**src/rtl/seg_scan_ctrl.sv**
```systemverilog
// Four-digit multiplexed display driver: binary load -> 14-step double-dabble -> committed digit registers, scanned every SCAN_DIV cycles.
// Optional build macro SEG_LEADING_ZERO_BLANK_EN blanks leading zero digits (digit 1 and dp digits are never blanked).
module seg_scan_ctrl #(
   parameter int         SCAN_DIV   = 10000,
   parameter logic [5:0] BLANK_CODE = 6'd15
) (
   input  logic        clk,
   input  logic        rst,
   input  logic        load_valid,
   output logic        load_ready,
   input  logic [13:0] load_value,
   input  logic [3:0]  load_dp,
   output logic [3:0]  showDigit,
   output logic [5:0]  showNum,
   output logic        ovf
);
   localparam logic [15:0] DIV_LAST = 16'(SCAN_DIV - 1);

   typedef enum logic [1:0] {IDLE, CONV, COMMIT} state_t;
   state_t state, state_nxt;
   logic   take, commit;

   logic [13:0] bin_q;
   logic [15:0] bcd_q, bcd_adj;
   logic [3:0]  iter_q;
   logic [3:0]  dp_cap_q;
   logic        ovf_cap_q;

   logic [15:0] digit_q, digit_nxt;
   logic [3:0]  dp_q, dp_nxt;
   logic        ovf_nxt;
   logic        shown_q, shown_nxt;

   logic [15:0] cnt_q;
   logic        wrap;
   logic [3:0]  idx_nxt;
   logic [1:0]  sel;
   logic [3:0]  nib;
   logic        lz;
   logic [5:0]  code_nxt;

   always_ff @(posedge clk) begin
      if (rst) state <= IDLE;
      else     state <= state_nxt;
   end

   always_comb begin
      state_nxt  = state;
      load_ready = 1'b0;
      take       = 1'b0;
      commit     = 1'b0;
      case (state)
         IDLE: begin
            load_ready = 1'b1;
            if (load_valid) begin
               take      = 1'b1;
               state_nxt = CONV;
            end
         end
         CONV:    if (iter_q == 4'd13) state_nxt = COMMIT;
         COMMIT: begin
            commit    = 1'b1;
            state_nxt = IDLE;
         end
         default: state_nxt = IDLE;
      endcase
   end

   // Add-3 correction on every BCD nibble before each shift.
   always_comb begin
      bcd_adj = bcd_q;
      for (int i = 0; i < 4; i++) begin
         if (bcd_q[4*i +: 4] >= 4'd5) bcd_adj[4*i +: 4] = bcd_q[4*i +: 4] + 4'd3;
      end
   end

   always_ff @(posedge clk) begin
      if (rst) begin
         bin_q     <= '0;
         bcd_q     <= '0;
         iter_q    <= '0;
         dp_cap_q  <= '0;
         ovf_cap_q <= 1'b0;
      end else if (take) begin
         bin_q     <= load_value;
         bcd_q     <= '0;
         iter_q    <= '0;
         dp_cap_q  <= load_dp;
         ovf_cap_q <= (load_value > 14'd9999);
      end else if (state == CONV) begin
         bcd_q  <= {bcd_adj[14:0], bin_q[13]};
         bin_q  <= {bin_q[12:0], 1'b0};
         iter_q <= iter_q + 4'd1;
      end
   end

   always_comb begin
      digit_nxt = digit_q;
      dp_nxt    = dp_q;
      ovf_nxt   = ovf;
      shown_nxt = shown_q;
      if (commit) begin
         digit_nxt = bcd_q;
         dp_nxt    = dp_cap_q;
         ovf_nxt   = ovf_cap_q;
         shown_nxt = 1'b1;
      end
   end

   assign wrap = (cnt_q == DIV_LAST);

   always_comb begin
      idx_nxt = showDigit;
      if (wrap) idx_nxt = (showDigit == 4'd4) ? 4'd1 : showDigit + 4'd1;
   end

   // showNum is built from next-cycle index and contents so a commit landing on a wrap shows up together.
   always_comb begin
      sel = idx_nxt[1:0] - 2'd1;
      nib = digit_nxt[{sel, 2'b00} +: 4];
      lz  = 1'b0;
`ifdef SEG_LEADING_ZERO_BLANK_EN
      case (sel)
         2'd1:    lz = (digit_nxt[15:4]  == 12'd0);
         2'd2:    lz = (digit_nxt[15:8]  == 8'd0);
         2'd3:    lz = (digit_nxt[15:12] == 4'd0);
         default: lz = 1'b0;
      endcase
      lz = lz & ~dp_nxt[sel];
`endif
      if (!shown_nxt)   code_nxt = BLANK_CODE;
      else if (ovf_nxt) code_nxt = 6'h3F;
      else if (lz)      code_nxt = BLANK_CODE;
      else              code_nxt = {dp_nxt[sel], 1'b0, nib};
   end

   always_ff @(posedge clk) begin
      if (rst) begin
         cnt_q     <= '0;
         showDigit <= 4'd1;
         showNum   <= BLANK_CODE;
         digit_q   <= '0;
         dp_q      <= '0;
         ovf       <= 1'b0;
         shown_q   <= 1'b0;
      end else begin
         cnt_q     <= wrap ? 16'd0 : cnt_q + 16'd1;
         showDigit <= idx_nxt;
         showNum   <= code_nxt;
         digit_q   <= digit_nxt;
         dp_q      <= dp_nxt;
         ovf       <= ovf_nxt;
         shown_q   <= shown_nxt;
      end
   end
endmodule
```
**config.mk**
```make
export PLATFORM = sky130hd
export DESIGN_NAME = seg_scan_ctrl
export DESIGN_NICKNAME = d
export VERILOG_FILES = /design/src/rtl/seg_scan_ctrl.sv
export SDC_FILE = /design/constraint.sdc
export NUM_CORES = 1
export LEC_CHECK = 0
export BUFFER_PORTS_ARGS = -buffer_cell sky130_fd_sc_hd__buf_2
export CAP_MARGIN = 20
export CORE_MARGIN = 2
export CORE_UTILIZATION = 55
export CTS_CLUSTER_SIZE = 16
export DETAILED_ROUTE_END_ITERATION = 7
export PLACE_DENSITY = 0.78
export SLEW_MARGIN = 10
export SYNTH_ARGS = -nofsm -noshare
export SYNTH_HDL_FRONTEND = slang
export SYNTH_SLANG_ARGS = --single-unit
```
**constraint.sdc**
```tcl
create_clock -name clk -period 2.6 [get_ports clk]
set_clock_uncertainty 0.1 [all_clocks]
set_input_delay 0.26 -clock clk [delete_from_list [all_inputs] [get_ports clk]]
set_output_delay 0.26 -clock clk [all_outputs]
set_load 0.02 [all_outputs]
```
# Word-level counts from Yosys, hierarchy flattened
# Index checks and enable logic that the tools add are counted.
totals:
  regBits: 89
  latchBits: 0
  ram_bits: 0
  mem_bits_ro: 0
  in_bits: 21
  out_inout_bits: 12
  elab_cells: 67
  memories: 0
classes:
  add_sub_neg: 8
  multipliers: 0
  n_div: 0
  magnitude_cmp: 6
  n_eq_ne: 7
  n_shift: 1
  muxes: 22
  bitwise: 1
  n_reduce_logical: 7
ops:
  columns: ["op", "n"]
  rows:
  - ["14-bit two-way mux", 2]
  - ["4-bit two-way mux", 5]
  - ["16-bit by 1-bit adder with 16-bit output, second input constant", 1]
  - ["16-bit by 14-bit == test with 1-bit output, second input constant", 1]
  - ["4-bit by 3-bit greater-or-equal comparator with 1-bit output, second input constant", 4]
  - ["16-bit two-way mux", 1]
  - ["16-bit by 5-bit variable part select with 4-bit output", 1]
  - ["14-bit > comparator, second input constant", 1]
  - ["4-bit by 2-bit adder with 4-bit output, second input constant", 3]
  - ["4-bit by 1-bit adder with 4-bit output, second input constant", 2]
  - ["1-bit two-way mux", 7]
  - ["2-bit two-way mux", 3]
  - ["6-bit two-way mux", 1]
  - ["2-bit OR reduction", 3]
  - ["4-bit by 3-bit == test with 1-bit output, second input constant", 1]
  - ["4-bit == test, second input constant", 1]
  - ["2-bit != test, second input constant", 2]
  - ["2-bit one-hot mux with 2 select lines", 1]
  - ["3-bit by 2-bit adder with 3-bit output, second input constant", 1]
  - ["2-bit by 3-bit < comparator with 1-bit output, second input constant", 1]
  - ["3-bit two-way mux", 1]
  - ["3-bit OR reduction", 1]
  - ["1-bit binary-select mux with 2-bit select", 1]
  - ["2-bit by 1-bit == test with 1-bit output, second input constant", 1]
  - ["other kinds (6)", 6]

# Longest topological paths before layout
logic_depth:
  word_depth: 7
  depth_mapped: 9
  depth_no_buf: 8

# Worst setup path after synthesis
# OpenSTA, ideal clock, no wires.
synth_timing:
  kind: "register -> register"
  startpoint: "register cnt_q[0]"
  endpoint: "register showNum[1]"
  setup_ns: 0.120
  t_arrival_ns: 2.142
  required_time_ns: 2.380
  setup_slack_ns: 0.239
  stages_incl_launch_ff: 9
  n_path_buf: 1
  synth_period_minus_slack_ns: 2.361
  cell_sequence: "dfxtp_1 > ha_1 > and3_4 > and4_4 > and2_4 > buf_6 > a21o_4 > mux4_2 > a211o_1"
synth_via:
  elab_chain_cells: 4
synth_lines:
  columns: ["element", "line_no", "text"]
  rows:
  - ["from (decl)", "34", "logic [15:0] cnt_q;"]
  - ["from (signal assigned)", "147", "cnt_q <= wrap ? 16'd0 : cnt_q + 16'd1;"]
  - ["16-bit by 14-bit == test with 1-bit output", "110", "assign wrap = (cnt_q == DIV_LAST);"]
  - ["2-bit two-way mux", "114", "if (wrap) idx_nxt = (showDigit == 4'd4) ? 4'd1 : showDigit + 4'd1;"]
  - ["2-bit by 1-bit subtractor with 2-bit output", "119", "sel = idx_nxt[1:0] - 2'd1;"]
  - ["16-bit by 5-bit variable part select with 4-bit output", "120", "nib = digit_nxt[{sel, 2'b00} +: 4];"]
  - ["to (signal assigned)", "149", "showNum <= code_nxt;"]
  - ["to (decl)", "14", "output logic [5:0] showNum,"]
# No other way between the ends.
# A chain may end at the register's enable or synchronous reset.

# Worst setup path after layout
# Same ends and word-level chain as after synthesis.

==> impl_metrics.csv <==
group,metric,value,unit
routing,vias_per_cell,5.45,
finish,area_growth,12.0,%
clocking,clock_sinks,89,
finish,final_cell_area,4610,um^2
logic_synthesis,ys_ff_latch,89,
finish,fin_nets,562,
clocking,h-tree-depth,3,
hold_path,hold_class,"input port to register",
floorplanning,num_io_pins,33,
logic_synthesis,syn_avg_cell_area,8.26,um^2
placed_design,portBuffers,32,
logic_synthesis,ys_seq_area_share,43.2,%
timing,finalHoldViolations,0,
clocking,cts_tree,"done",
grt,overflow,0,
worst_setup_path,critPathArrivalTime,2620,ps
grt,grt_max_degree,36,
finish,fin_util,63.6,%
routing,vias,3446,
placed_design,dp.cells,616,
grt,grt_pass1_vias,3209,
timing,final.setup.tns,0,ps
grt,antenna_found_initial,0,
placed_design,place.detailed.hpwl,6050,um
logic_synthesis,netlist_area,4120,um^2
logic_synthesis,ys_async_sr_fraction,0,%
grt,grt_pass1_wl,14800,um
power,p_per_area,559,nW/um^2
routing,drt-total-wl,8480,um
placed_design,placed_cell_area,4400,um^2
clocking,cts_setup_buffers,0,
clocking,cts_root_buffer,"clkbuf_8",
timing,worstMarginPinSlew,722,ps
timing,timing.final.crit_share,94.9,%
clocking,ctsResizeCount,0,
routing,first_pass_iters,4,
worst_setup_path,startpoint,"cnt_q[0]",
worst_setup_path,worst-path-max-fanout,10,
power,max-vdd-ir-drop,0.000325,V
timing,maxSlewHeadroom,51.8,%
grt,grt_usage,22.0,%
worst_setup_path,setup.worst_path.start_class,"register",
logic_synthesis,synth-edff-count,0,
clocking,clock_tree.buffer_depth,2,
timing,drv_slew,0,
power,totalPowerFinal,2.58,mW
floorplanning,dieArea,8200,um^2
floorplanning,row_count,31,
hold_path,min-delay-start,"load_dp[0]",
logic_synthesis,synth_cells,499,
clocking,path_clk_slew,90,ps
logic_synthesis,synth_nets,533,
routing,wl_per_cell,13.4,um
finish,fin_cells,632,
routing,drt_iter0_drc,180,
clocking,cts-hold-fix-buffers,0,
job,maxCapViolCount,0,
worst_setup_path,required,2750,ps
timing,fin_crit,2470,ps
status,status,"completed",
clocking,clk_latency,360,ps
finish,num_antenna_cells,0,
finish,drive_gt1_share,14.1,%
worst_setup_path,timing_worst_setup_path_type,"register to register",
routing,drc,0,
logic_synthesis,yosys_warnings,0,
timing,setup_viol,0,
floorplanning,start_util,56.8,%
floorplanning,die_h,90.6,um
placed_design,gp_congestion,0.825,
floorplanning,coreArea,7250,um^2
logic_synthesis,ys_types,51,
clocking,numCtsBuffers,9,
floorplanning,fp.dieW,90.6,um
worst_setup_path,cp-end-kind,"register",
power,leakage,1.74,nW
timing,max_freq,405,MHz
routing,postRouteAntennaNets,0,
worst_setup_path,crit-reg2reg-launch,"cnt_q[0]",
timing,rsz0062_at_grt,"no",
logic_synthesis,ys.flop_type,"dfxtp_1",
-- flip-flops by register name, indices dropped and copies added (netlist names), 2 cells and up --
name and cells:
iter_q 4, state 2, showNum 6, showDigit 4, digit_q 16, bin_q 14
cnt_q 16, dp_q 4, dp_cap_q 4, bcd_q 16
-- synth_stat cells, types with 11 or more instances --
cell	n	share of area, %
inv_1	13	1.2
xor2_1	13	2.8
nor3_1	16	1.9
o21ai_0	14	1.7
nor2_1	56	5.1
dfxtp_1	89	43
a21oi_1	57	6.9
nand2_1	86	7.8
xnor2_1	11	2.3
nand3_1	15	1.8
a22oi_1	12	2.2
clkbuf_1	23	2.1
ha_1	13	3.9
-- cell usage in the layout (no fill, tap or decap), types with 3 or more instances in the layout --
master    instances
dfxtp_1          89
nand2_1          86
a21oi_1          57
nor2_1           56
buf_2            32
nor3_1           16
nand3_1          15
buf_4            15
o21ai_0          14
inv_1            13
xor2_1           13
ha_1             13
a22oi_1          12
xnor2_1          11
nand2b_1          9
clkbuf_8          9
mux2i_1           8
nor2b_1           5
or2_2             4
a211oi_1          3
mux4_2            3
a211o_1           3
nand4_1           3
-- worst max-delay path, cell delays in order (launching register included) --
cell     delay (ps)
dfxtp_1         380
ha_1            230
and3_4          220
and4_4          240
and2_4          200
a21o_4          180
mux4_2          490
a211o_1         300
-- worst paths after layout --
path                 endpoint  slack [ps]  cells after the start
hold / removal    dp_cap_q[0]          20                      3
hold reg to reg      bcd_q[0]         350                      2
setup reg to reg   showNum[1]         130                      7
setup / recovery   showNum[1]         130                      7
-- report_power, final --
| group | leakage, nW | internal [mW] | total [mW] | switching (mW) |
|---|---|---|---|---|
| clock | 0.0995 | 0.541 | 1.03 | 0.485 |
| combinational | 0.920 | 0.0546 | 0.146 | 0.0913 |
| sequential | 0.721 | 1.39 | 1.41 | 0.0189 |
-- area by class of cell --
| class | instances | area, um^2 |
|---|---|---|
| well taps | 99 | 124 |
| fillers | 654 | 2640 |
| clock buffers | 11 | 131 |
| repair buffers | 47 | 273 |
| clock inverters | 5 | 80.1 |
| flip-flops and latches | 89 | 1780 |
| inverters | 13 | 48.8 |
| multi-input cells | 368 | 2170 |
-- stage by stage --
| step | setup WS, ps | hold slack [ps] |
|---|---|---|
| 3_3_place_gp | 214 | 339 |
| 5_1_grt | 20.8 | 36.5 |
| 3_5_place_dp | 128 | 342 |
| 2_1_floorplan | 239 | 296 |
| 4_1_cts | 113 | 22.9 |
| 6_report | 133 | 24.6 |
-- routing by layer --
| metal | vias to the layer above | global-route usage, % | share of wire, % |
|---|---|---|---|
| li1 | 1762 | - | - |
| met1 | 1612 | 29.4 | 47 |
| met2 | 58 | 35.6 | 48 |
| met3 | 14 | 3.76 | 3.1 |
| met4 | 0 | 8.33 | 1.8 |
| met5 | - | 0 | 0 |
-- kinds of logic after synthesis --
kind of cell / after synthesis / synth area share (%)
simple gates: 210 / 23.1
flops: 89 / 43.2
compound gates: 109 / 16.4
xor+xnor: 24 / 5.10
mux: 12 / 4.22
buf+inv: 42 / 4.04
fa+ha+maj: 13 / 3.95
(Power assumes the default switching activity.)
